`config.mk`:
```
export PLATFORM = sky130hd
export DESIGN_NAME = jt1943_romrq_arb
export DESIGN_NICKNAME = d
export VERILOG_FILES = /design/src/rtl/jt1943_romrq_arb.sv
export SDC_FILE = /design/constraint.sdc
export NUM_CORES = 1
export LEC_CHECK = 0
export ABC_CLOCK_PERIOD_IN_PS = 2700
export CAP_MARGIN = 20
export CORE_UTILIZATION = 40
export DETAILED_ROUTE_END_ITERATION = 6
export PLACE_DENSITY = 0.82
export SKIP_LAST_GASP = 1
export SLEW_MARGIN = 40
export SYNTH_ARGS = -nofsm -noshare
export SYNTH_HDL_FRONTEND = slang
export SYNTH_SLANG_ARGS = --single-unit
```
`constraint.sdc`:
```
create_clock -name clk -period 2.7 [get_ports clk]
set_input_delay 0.54 -clock clk [delete_from_list [all_inputs] [get_ports clk]]
set_output_delay 0.54 -clock clk [all_outputs]
set_load 0.03 [all_outputs]
```
`src/rtl/jt1943_romrq_arb.sv`:
```
// Round-robin arbiter sharing one SDRAM read port among four ROM request clients.
// Grant one edge after req; slot_we one edge after data_rdy; one transaction outstanding at a time.
module jt1943_romrq_arb #(
    parameter int            AW        = 22,
    parameter logic [AW-1:0] SLOT0_OFF = '0,
    parameter logic [AW-1:0] SLOT1_OFF = '0,
    parameter logic [AW-1:0] SLOT2_OFF = '0,
    parameter logic [AW-1:0] SLOT3_OFF = '0
) (
    input  logic            clk,
    input  logic            rst,
    input  logic [3:0]      slot_req,
    input  logic [4*AW-1:0] slot_addr,
    output logic [3:0]      slot_we,
    output logic [31:0]     slot_dout,
    output logic            sdram_req,
    output logic [AW-1:0]   sdram_addr,
    input  logic            sdram_ack,
    input  logic            data_rdy,
    input  logic [31:0]     data_read,
    output logic            busy
);

    typedef enum logic [1:0] {IDLE, WAIT_ACK, WAIT_DATA, HOLD} state_t;

    state_t        state;
    logic [1:0]    rr;
    logic [1:0]    gnt;
    logic [AW-1:0] addr_l;

    logic [AW-1:0] req_addr [4];
    logic [AW-1:0] offs     [4];
    logic [1:0]    pick;
    logic [1:0]    idx;
    logic          pick_vld;
    logic          deliver;
    logic          addr_match;

    assign offs[0] = SLOT0_OFF;
    assign offs[1] = SLOT1_OFF;
    assign offs[2] = SLOT2_OFF;
    assign offs[3] = SLOT3_OFF;

    always_comb begin
        for (int k = 0; k < 4; k++) begin
            req_addr[k] = slot_addr[k*AW +: AW];
        end
    end

    // Grants are only issued from IDLE, so the slot masked during HOLD never wins.
    always_comb begin
        pick_vld = 1'b0;
        pick     = 2'd0;
        idx      = 2'd0;
        for (int k = 0; k < 4; k++) begin
            idx = rr + 2'(k);
            if (!pick_vld && slot_req[idx]) begin
                pick_vld = 1'b1;
                pick     = idx;
            end
        end
    end

    // Same-cycle ack+data in WAIT_ACK is delivered exactly as if data came in WAIT_DATA.
    assign deliver    = data_rdy && ((state == WAIT_DATA) || (state == WAIT_ACK && sdram_ack));
    assign addr_match = (req_addr[gnt] == addr_l);
    assign busy       = (state != IDLE);

    always_ff @(posedge clk) begin
        if (rst) begin
            state      <= IDLE;
            rr         <= 2'd0;
            gnt        <= 2'd0;
            addr_l     <= '0;
            sdram_addr <= '0;
            sdram_req  <= 1'b0;
            slot_we    <= 4'd0;
            slot_dout  <= 32'd0;
        end else begin
            slot_we <= 4'd0;
            case (state)
                IDLE: begin
                    if (pick_vld) begin
                        gnt        <= pick;
                        addr_l     <= req_addr[pick];
                        sdram_addr <= req_addr[pick] + offs[pick];
                        sdram_req  <= 1'b1;
                        rr         <= pick + 2'd1;
                        state      <= WAIT_ACK;
                    end
                end
                WAIT_ACK: begin
                    if (sdram_ack) begin
                        sdram_req <= 1'b0;
                        state     <= WAIT_DATA;
                    end
                end
                WAIT_DATA: ;
                HOLD:      state <= IDLE;
                default:   state <= IDLE;
            endcase
            // A client that moved to another address gets nothing; it will re-request.
            if (deliver) begin
                if (addr_match) begin
                    slot_we   <= 4'b0001 << gnt;
                    slot_dout <= data_read;
                    state     <= HOLD;
                end else begin
                    state <= IDLE;
                end
            end
        end
    end

endmodule

```
# After elaboration in Yosys (flattened, before gate mapping)
# Cells that the tools add are included.
[totals]
regBits = 87
latch_bits = 0
mem_bits_rw = 0
mem_bits_ro = 0
inputBits = 128
output_inout_bits = 60
wordCells = 83
n_memories = 0
[classes]
add_sub_neg = 5
n_mul = 0
div_mod_pow = 0
magnitude_cmp = 6
eq_ne = 8
n_shift = 1
n_mux = 33
bitwise = 4
n_reduce_logical = 18
[ops]
columns = ["cell", "n"]
rows = [
  ["binary-select mux 22 bit (select 2 bit)", 3],
  ["2-to-1 mux 22 bit", 6],
  ["adder 22 bit", 1],
  ["equality test 22 bit", 1],
  ["2-to-1 mux 2 bit", 8],
  ["less-than comparator 2 x 3 -> 1 bit (second input constant)", 4],
  ["2-to-1 mux 1 bit", 10],
  ["binary-select mux 1 bit (select 2 bit)", 4],
  [">= comparator 3 bit (second input constant)", 2],
  ["!= test 3 bit (second input constant)", 2],
  ["inverter 2 -> 3 bit", 2],
  ["case mux 2 bit (3 select lines)", 1],
  ["AND reduction 3 bit", 2],
  ["logical AND 1 bit", 5],
  ["adder 2 x 1 -> 2 bit (second input constant)", 2],
  ["adder 2 bit (second input constant)", 2],
  ["equality test 2 bit (second input constant)", 2],
  ["!= test 2 bit (second input constant)", 2],
  ["AND reduction 2 bit", 2],
  ["nonzero test 2 bit", 2],
  ["nonzero test 4 bit", 1],
  ["<< shifter 1 x 2 -> 4 bit (first input constant)", 1],
  ["zero test 1 bit", 3],
  ["OR reduction 3 bit", 1],
  ["5 further kinds", 6],
]

# Logic depth before layout (Yosys ltp)
[depth]
depth_word = 17
depth_mapped = 9

# Worst setup path after synthesis
# Ideal clock, no wire load.
[synth_timing]
path_kind = "input -> register"
start = "input slot_addr[74]"
end = "register slot_dout[10]"
setup_ns = 0.072
arrival_ns = 2.490
path_slack_ns = 0.138
cell_stages = 7
path_buffers = 1
cell_sequence = "mux4_2 xor2_1 nor4_4 o2111ai_2 nor4_4 buf_6 mux2i_1"
[synth_between]
elab_chain_len = 5
[synth_rtl]
columns = ["element", "line", "text"]
rows = [
  ["from (decl)", "13", "input logic [4*AW-1:0] slot_addr,"],
  ["binary-select mux 22 bit (select 2 bit)", "66", "assign addr_match = (req_addr[gnt] == addr_l);"],
  ["2-to-1 mux 22 bit (implied by the code) (2 in series)", "66", ""],
  ["equality test 22 bit", "66", ""],
  ["AND reduction 2 bit (no source line)", "--", ""],
  ["to (signal assigned)", "106", "slot_dout <= data_read;"],
  ["to (decl)", "15", "output logic [31:0] slot_dout,"],
]
# No other way between the ends. The select of a mux whose other input is x is not followed.
# A chain may end at the register's enable or synchronous reset.

# Final worst setup path
[layout_timing]
start = "register gnt[1]"
end = "register slot_we[2]"
[layout_between]
elab_chain_len = 7
[layout_rtl]
columns = ["element", "line", "text"]
rows = [
  ["from (decl)", "28", "logic [1:0] gnt;"],
  ["from (signal assigned)", "84", "gnt <= pick;"],
  ["inverter 2 -> 3 bit (implied by the code)", "66", ""],
  ["binary-select mux 22 bit (select 2 bit)", "66", ""],
  ["2-to-1 mux 22 bit (implied by the code) (2 in series)", "66", ""],
  ["equality test 22 bit", "66", ""],
  ["inverter 1 bit (no source line)", "--", ""],
  ["OR reduction 3 bit (no source line)", "--", ""],
  ["to (signal assigned)", "105", "slot_we <= 4'b0001 << gnt;"],
  ["to (decl)", "14", "output logic [3:0] slot_we,"],
]
# Parallel ways exist; a longest one is shown, timed or not. The select of a mux whose other input is x is not followed.

==> Flow_metrics.wiki <==
{| class="wikitable"
! Metric !! Value
|-
| H-tree levels || 3
|-
| Distinct cell type count of the synthesized netlist || 51
|-
| Failing checks || setup timing
|-
| Worst setup margin || -0.01123 ns
|-
| Routed vias || 4328
|-
| Post-layout net count || 791
|-
| Vias in the first global route || 4467
|-
| Proportion of layout cells with a drive suffix above 1 || 18.07%
|-
| Number of vias per cell || 5.383
|-
| Starting utilization of the core area || 41.29%
|-
| Number of enable-type register cells in the synthesized netlist || 0
|-
| TritonCTS clock tree || built
|-
| Iteration count of the initial detailed-routing pass || 4
|-
| Clock transition at the registers of the reported paths || 0.06 ns
|-
| Tightest slew margin relative to the limit || 56.42%
|-
| Post-cts hold buffer count || 0
|-
| Final Instance Count excl. Fillers || 804
|-
| Average wire per standard cell || 18.29 um
|-
| Clock tree sinks || 65
|-
| Share of Yosys cell area claimed by the top area cell type || 28.82%
|-
| Iteration-0 DRC count of the detailed router || 190
|-
| Tightest Pin Transition || 0.6479 ns
|-
| Post-detailed-placement half-perimeter wirelength || 10.73 mm
|-
| Global-route wire length before repair || 22.19 mm
|-
| Cell at the root of the clock tree || sky130_fd_sc_hd__clkbuf_16
|-
| Leading post-synthesis cells by cell area || sky130_fd_sc_hd__dfxtp_1 29%, sky130_fd_sc_hd__mux2i_1 21%, sky130_fd_sc_hd__nand2b_1 9.0%
|-
| I/O pin cnt || 188
|-
| Synth async-reset ratio || 0%
|-
| Register Area || 1309 sq um
|-
| Area of the placeable core || 10940 sq um
|-
| Total congestion overflow after global routing || 0
|-
| Cell Area, Placed || 6660 sq um
|-
| Library cell occupying the most area in the post-synthesis netlist || sky130_fd_sc_hd__dfxtp_1
|-
| Max Clk Rate || 368.8 MHz
|-
| Combinational group share of total power || 52.7%
|-
| Number of input and output port buffers inserted || 187
|-
| Worst clock skew || 0.008385 ns
|-
| Final setup fails || 2
|-
| Share of power burned in registers || 22.9%
|-
| Design internal power || 3.807 mW
|-
| Number of nets with antenna violations after detailed routing || 0
|-
| Die Outline Area || 11720 sq um
|-
| Mapped Cells || 452
|-
| Final WL || 14.71 mm
|-
| Clock Power Share || 24.3%
|-
| Leak Pwr || 2.922 nW
|-
| Cell Area, Synth || 4516 sq um
|-
| Top_reg_cell synth || sky130_fd_sc_hd__dfxtp_1
|-
| Die X || 108.3 um
|-
| Final max-slew violation count || 0
|-
| Maximum fanout along the worst path || 6
|-
| Arr. time, crit path || 2.94 ns
|-
| Power per standard cell area || 828.4 nW/um^2
|-
| Count of max-cap constraint violations || 0
|-
| Sequential-to-total area share from yosys stat || 28.82%
|-
| Number of synthesized register bits || 65
|-
| Largest buffer count on any clock path || 2
|-
| Run status || finished with violations
|-
| Share of the cycle needed by the critical path after routing || 100.4%
|-
| Critical path class || flip-flop to flip-flop
|-
| Max rail drop VDD || 458.1 uV
|-
| CTS Buf Count || 9
|-
| Area used by multi-input combinational logic || 3119 sq um
|-
| Final Hold Fails || 0
|-
| Signed area change from the synthesized netlist to the final layout || 62.37%
|-
| Filler cells || 856
|-
| Final antenna diode count || 0
|-
| Net switching fraction of the power || 37.33%
|-
| CP Data Required Time || 2.93 ns
|-
| Sw Pwr || 2.267 mW
|-
| Post-Syn Nets || 584
|-
| Global routing usage summed across all routing layers || 24.59%
|-
| Setup crit end kind || flip-flop
|-
| Final Power || 6.073 mW
|-
| Clk Latency, worst-skew pair || 0.33 ns
|-
| Largest net degree at the start of global routing || 65
|-
| Minimum period implied by the final worst setup slack || 2.711 ns
|-
| Antenna violations before repair || 0
|-
| RSZ-0062 raised after global routing || yes
|-
| Total number of yosys warnings || 0
|-
| Number of design rule violations left after detail routing || 0
|-
| Type of the worst min-delay path || flip-flop to flip-flop
|-
| Last weighted congestion value of the routability-driven placer || 0.9134
|-
| Total placed cells including tap cells || 775
|-
| Die boundary height || 108.3 um
|-
| Avg Inst Size Synth || 9.990 sq um
|-
| Post-route design area || 7332 sq um
|-
| CP startpoint kind || flip-flop
|-
| Number of placement rows || 38
|}
==> layout by cell type (no fill, tap or decap), drive strengths merged, types with 4 or more instances in the layout <==
master | netlist | layout
clkdlybuf4s50 | 0 | 170
bufinv | 0 | 4
dlymetal6s2s | 0 | 16
nor2 | 10 | 10
nand3b | 22 | 22
xnor2 | 9 | 9
o21ai | 28 | 28
dfxtp | 65 | 65
nand2b | 65 | 65
ha | 4 | 4
nor4 | 6 | 6
inv | 6 | 7
xor2 | 8 | 8
a21oi | 10 | 10
clkbuf | 15 | 11
mux4 | 12 | 12
buf | 17 | 41
mux2 | 24 | 24
mux2i | 95 | 95
nand2 | 8 | 8
==> flip-flops by register name (all words and copies together), names as in the netlist <==
| register | flops |
|---|---|
| slot_dout | 32 |
| sdram_addr | 22 |
| slot_we | 4 |
| gnt | 2 |
| rr | 2 |
| state | 2 |
| sdram_req | 1 |
==> through the flow <==
step | utilization, % | TNS, ns | hold WS (ns) | setup WS (ns)
floorplan | - | 0 | 0.4781 | 0.1384
global placement | 60.90 | -12.38 | 0.4582 | -0.3451
detailed placement | 60.90 | -14.80 | 0.4637 | -0.4724
CTS | 65.51 | 0 | 0.4712 | 0.001321
global route | 67.05 | -1.559 | 0.4868 | -0.08667
finish | 67.05 | -0.01563 | 0.4684 | -0.01123
==> timing repair <==
item	CTS	global route
gates resized for setup	13	30
pin swaps	4	7
buffers inserted	5	5
setup endpoints to repair	38	29
cloned	2	1
hold endpoints to repair	0	0
==> critical path, cell delays in order (launching register included) <==
cell and delay [ns]:
sky130_fd_sc_hd__dfxtp_4 0.38, sky130_fd_sc_hd__buf_6 0.12, sky130_fd_sc_hd__mux4_2 0.57, sky130_fd_sc_hd__xor2_4 0.19
sky130_fd_sc_hd__nor4_4 0.27, sky130_fd_sc_hd__buf_4 0.17, sky130_fd_sc_hd__nand3_2 0.07, sky130_fd_sc_hd__or4_4 0.57
sky130_fd_sc_hd__nor4b_2 0.27
==> power groups by stage <==
stage          combinational (mW)  sequential [mW]  clock [mW]
5_1_grt                      3.41             1.42        1.53
2_1_floorplan                1.61             1.59           0
3_3_place_gp                 2.90             1.40           0
4_1_cts                      3.10             1.38        1.50
3_5_place_dp                 2.95             1.41           0
6_report                     3.20             1.39        1.48
==> cell type report <==
type                            instances  area share [%]
Clock inverter                          6           1.877
Timing Repair Buffer                  228           31.77
Inverter                                6          0.3072
Clock buffer                           10           3.259
Multi-Input combinational cell        349           42.54
Tap cell                              140           2.389
Sequential cell                        65           17.85
==> per-layer routing <==
| metal | up-vias | wire length [um] | share of wire (%) | global-route usage, % |
|---|---|---|---|---|
| met1 | 2088 | 6103 | 41 | 29.20 |
| met2 | 149 | 7438 | 51 | 44.27 |
| li1 | 2070 | - | - | - |
| met5 | - | 0 | 0 | 0 |
| met4 | 0 | 334 | 2.3 | 8.398 |
| met3 | 21 | 830 | 5.6 | 4.461 |
==> synthesized netlist by cell type, types with 8 or more instances <==
cell                        n
sky130_fd_sc_hd__nand3b_1  22
sky130_fd_sc_hd__a21oi_1   10
sky130_fd_sc_hd__clkbuf_1  15
sky130_fd_sc_hd__xor2_1     8
sky130_fd_sc_hd__nor2_1    10
sky130_fd_sc_hd__o21ai_0   27
sky130_fd_sc_hd__nand2_1    8
sky130_fd_sc_hd__nand2b_1  65
sky130_fd_sc_hd__dfxtp_1   65
sky130_fd_sc_hd__mux4_2     8
sky130_fd_sc_hd__mux2_2    24
sky130_fd_sc_hd__xnor2_1    9
sky130_fd_sc_hd__mux2i_1   95
==> cells by family after synthesis <==
group	count (synthesis)	synth area share, %
fa+ha+maj	4	1.108
compound gates	63	9.089
flops	65	28.82
mux	131	33.36
simple gates	134	19.89
xor+xnor	17	3.297
buf+inv	38	4.433
==> path summary, 6_finish.rpt <==
kind / from / endpoint / slack, ns / cells past startpoint
setup / recovery: gnt[1] / slot_we[2] / -0.01 / 8
hold / removal: slot_dout[27] / slot_dout[27] / 0.47 / 2
setup reg to reg: gnt[1] / slot_we[2] / -0.01 / 8
hold reg to reg: slot_dout[27] / slot_dout[27] / 0.47 / 2
(Power assumes the default switching activity.)
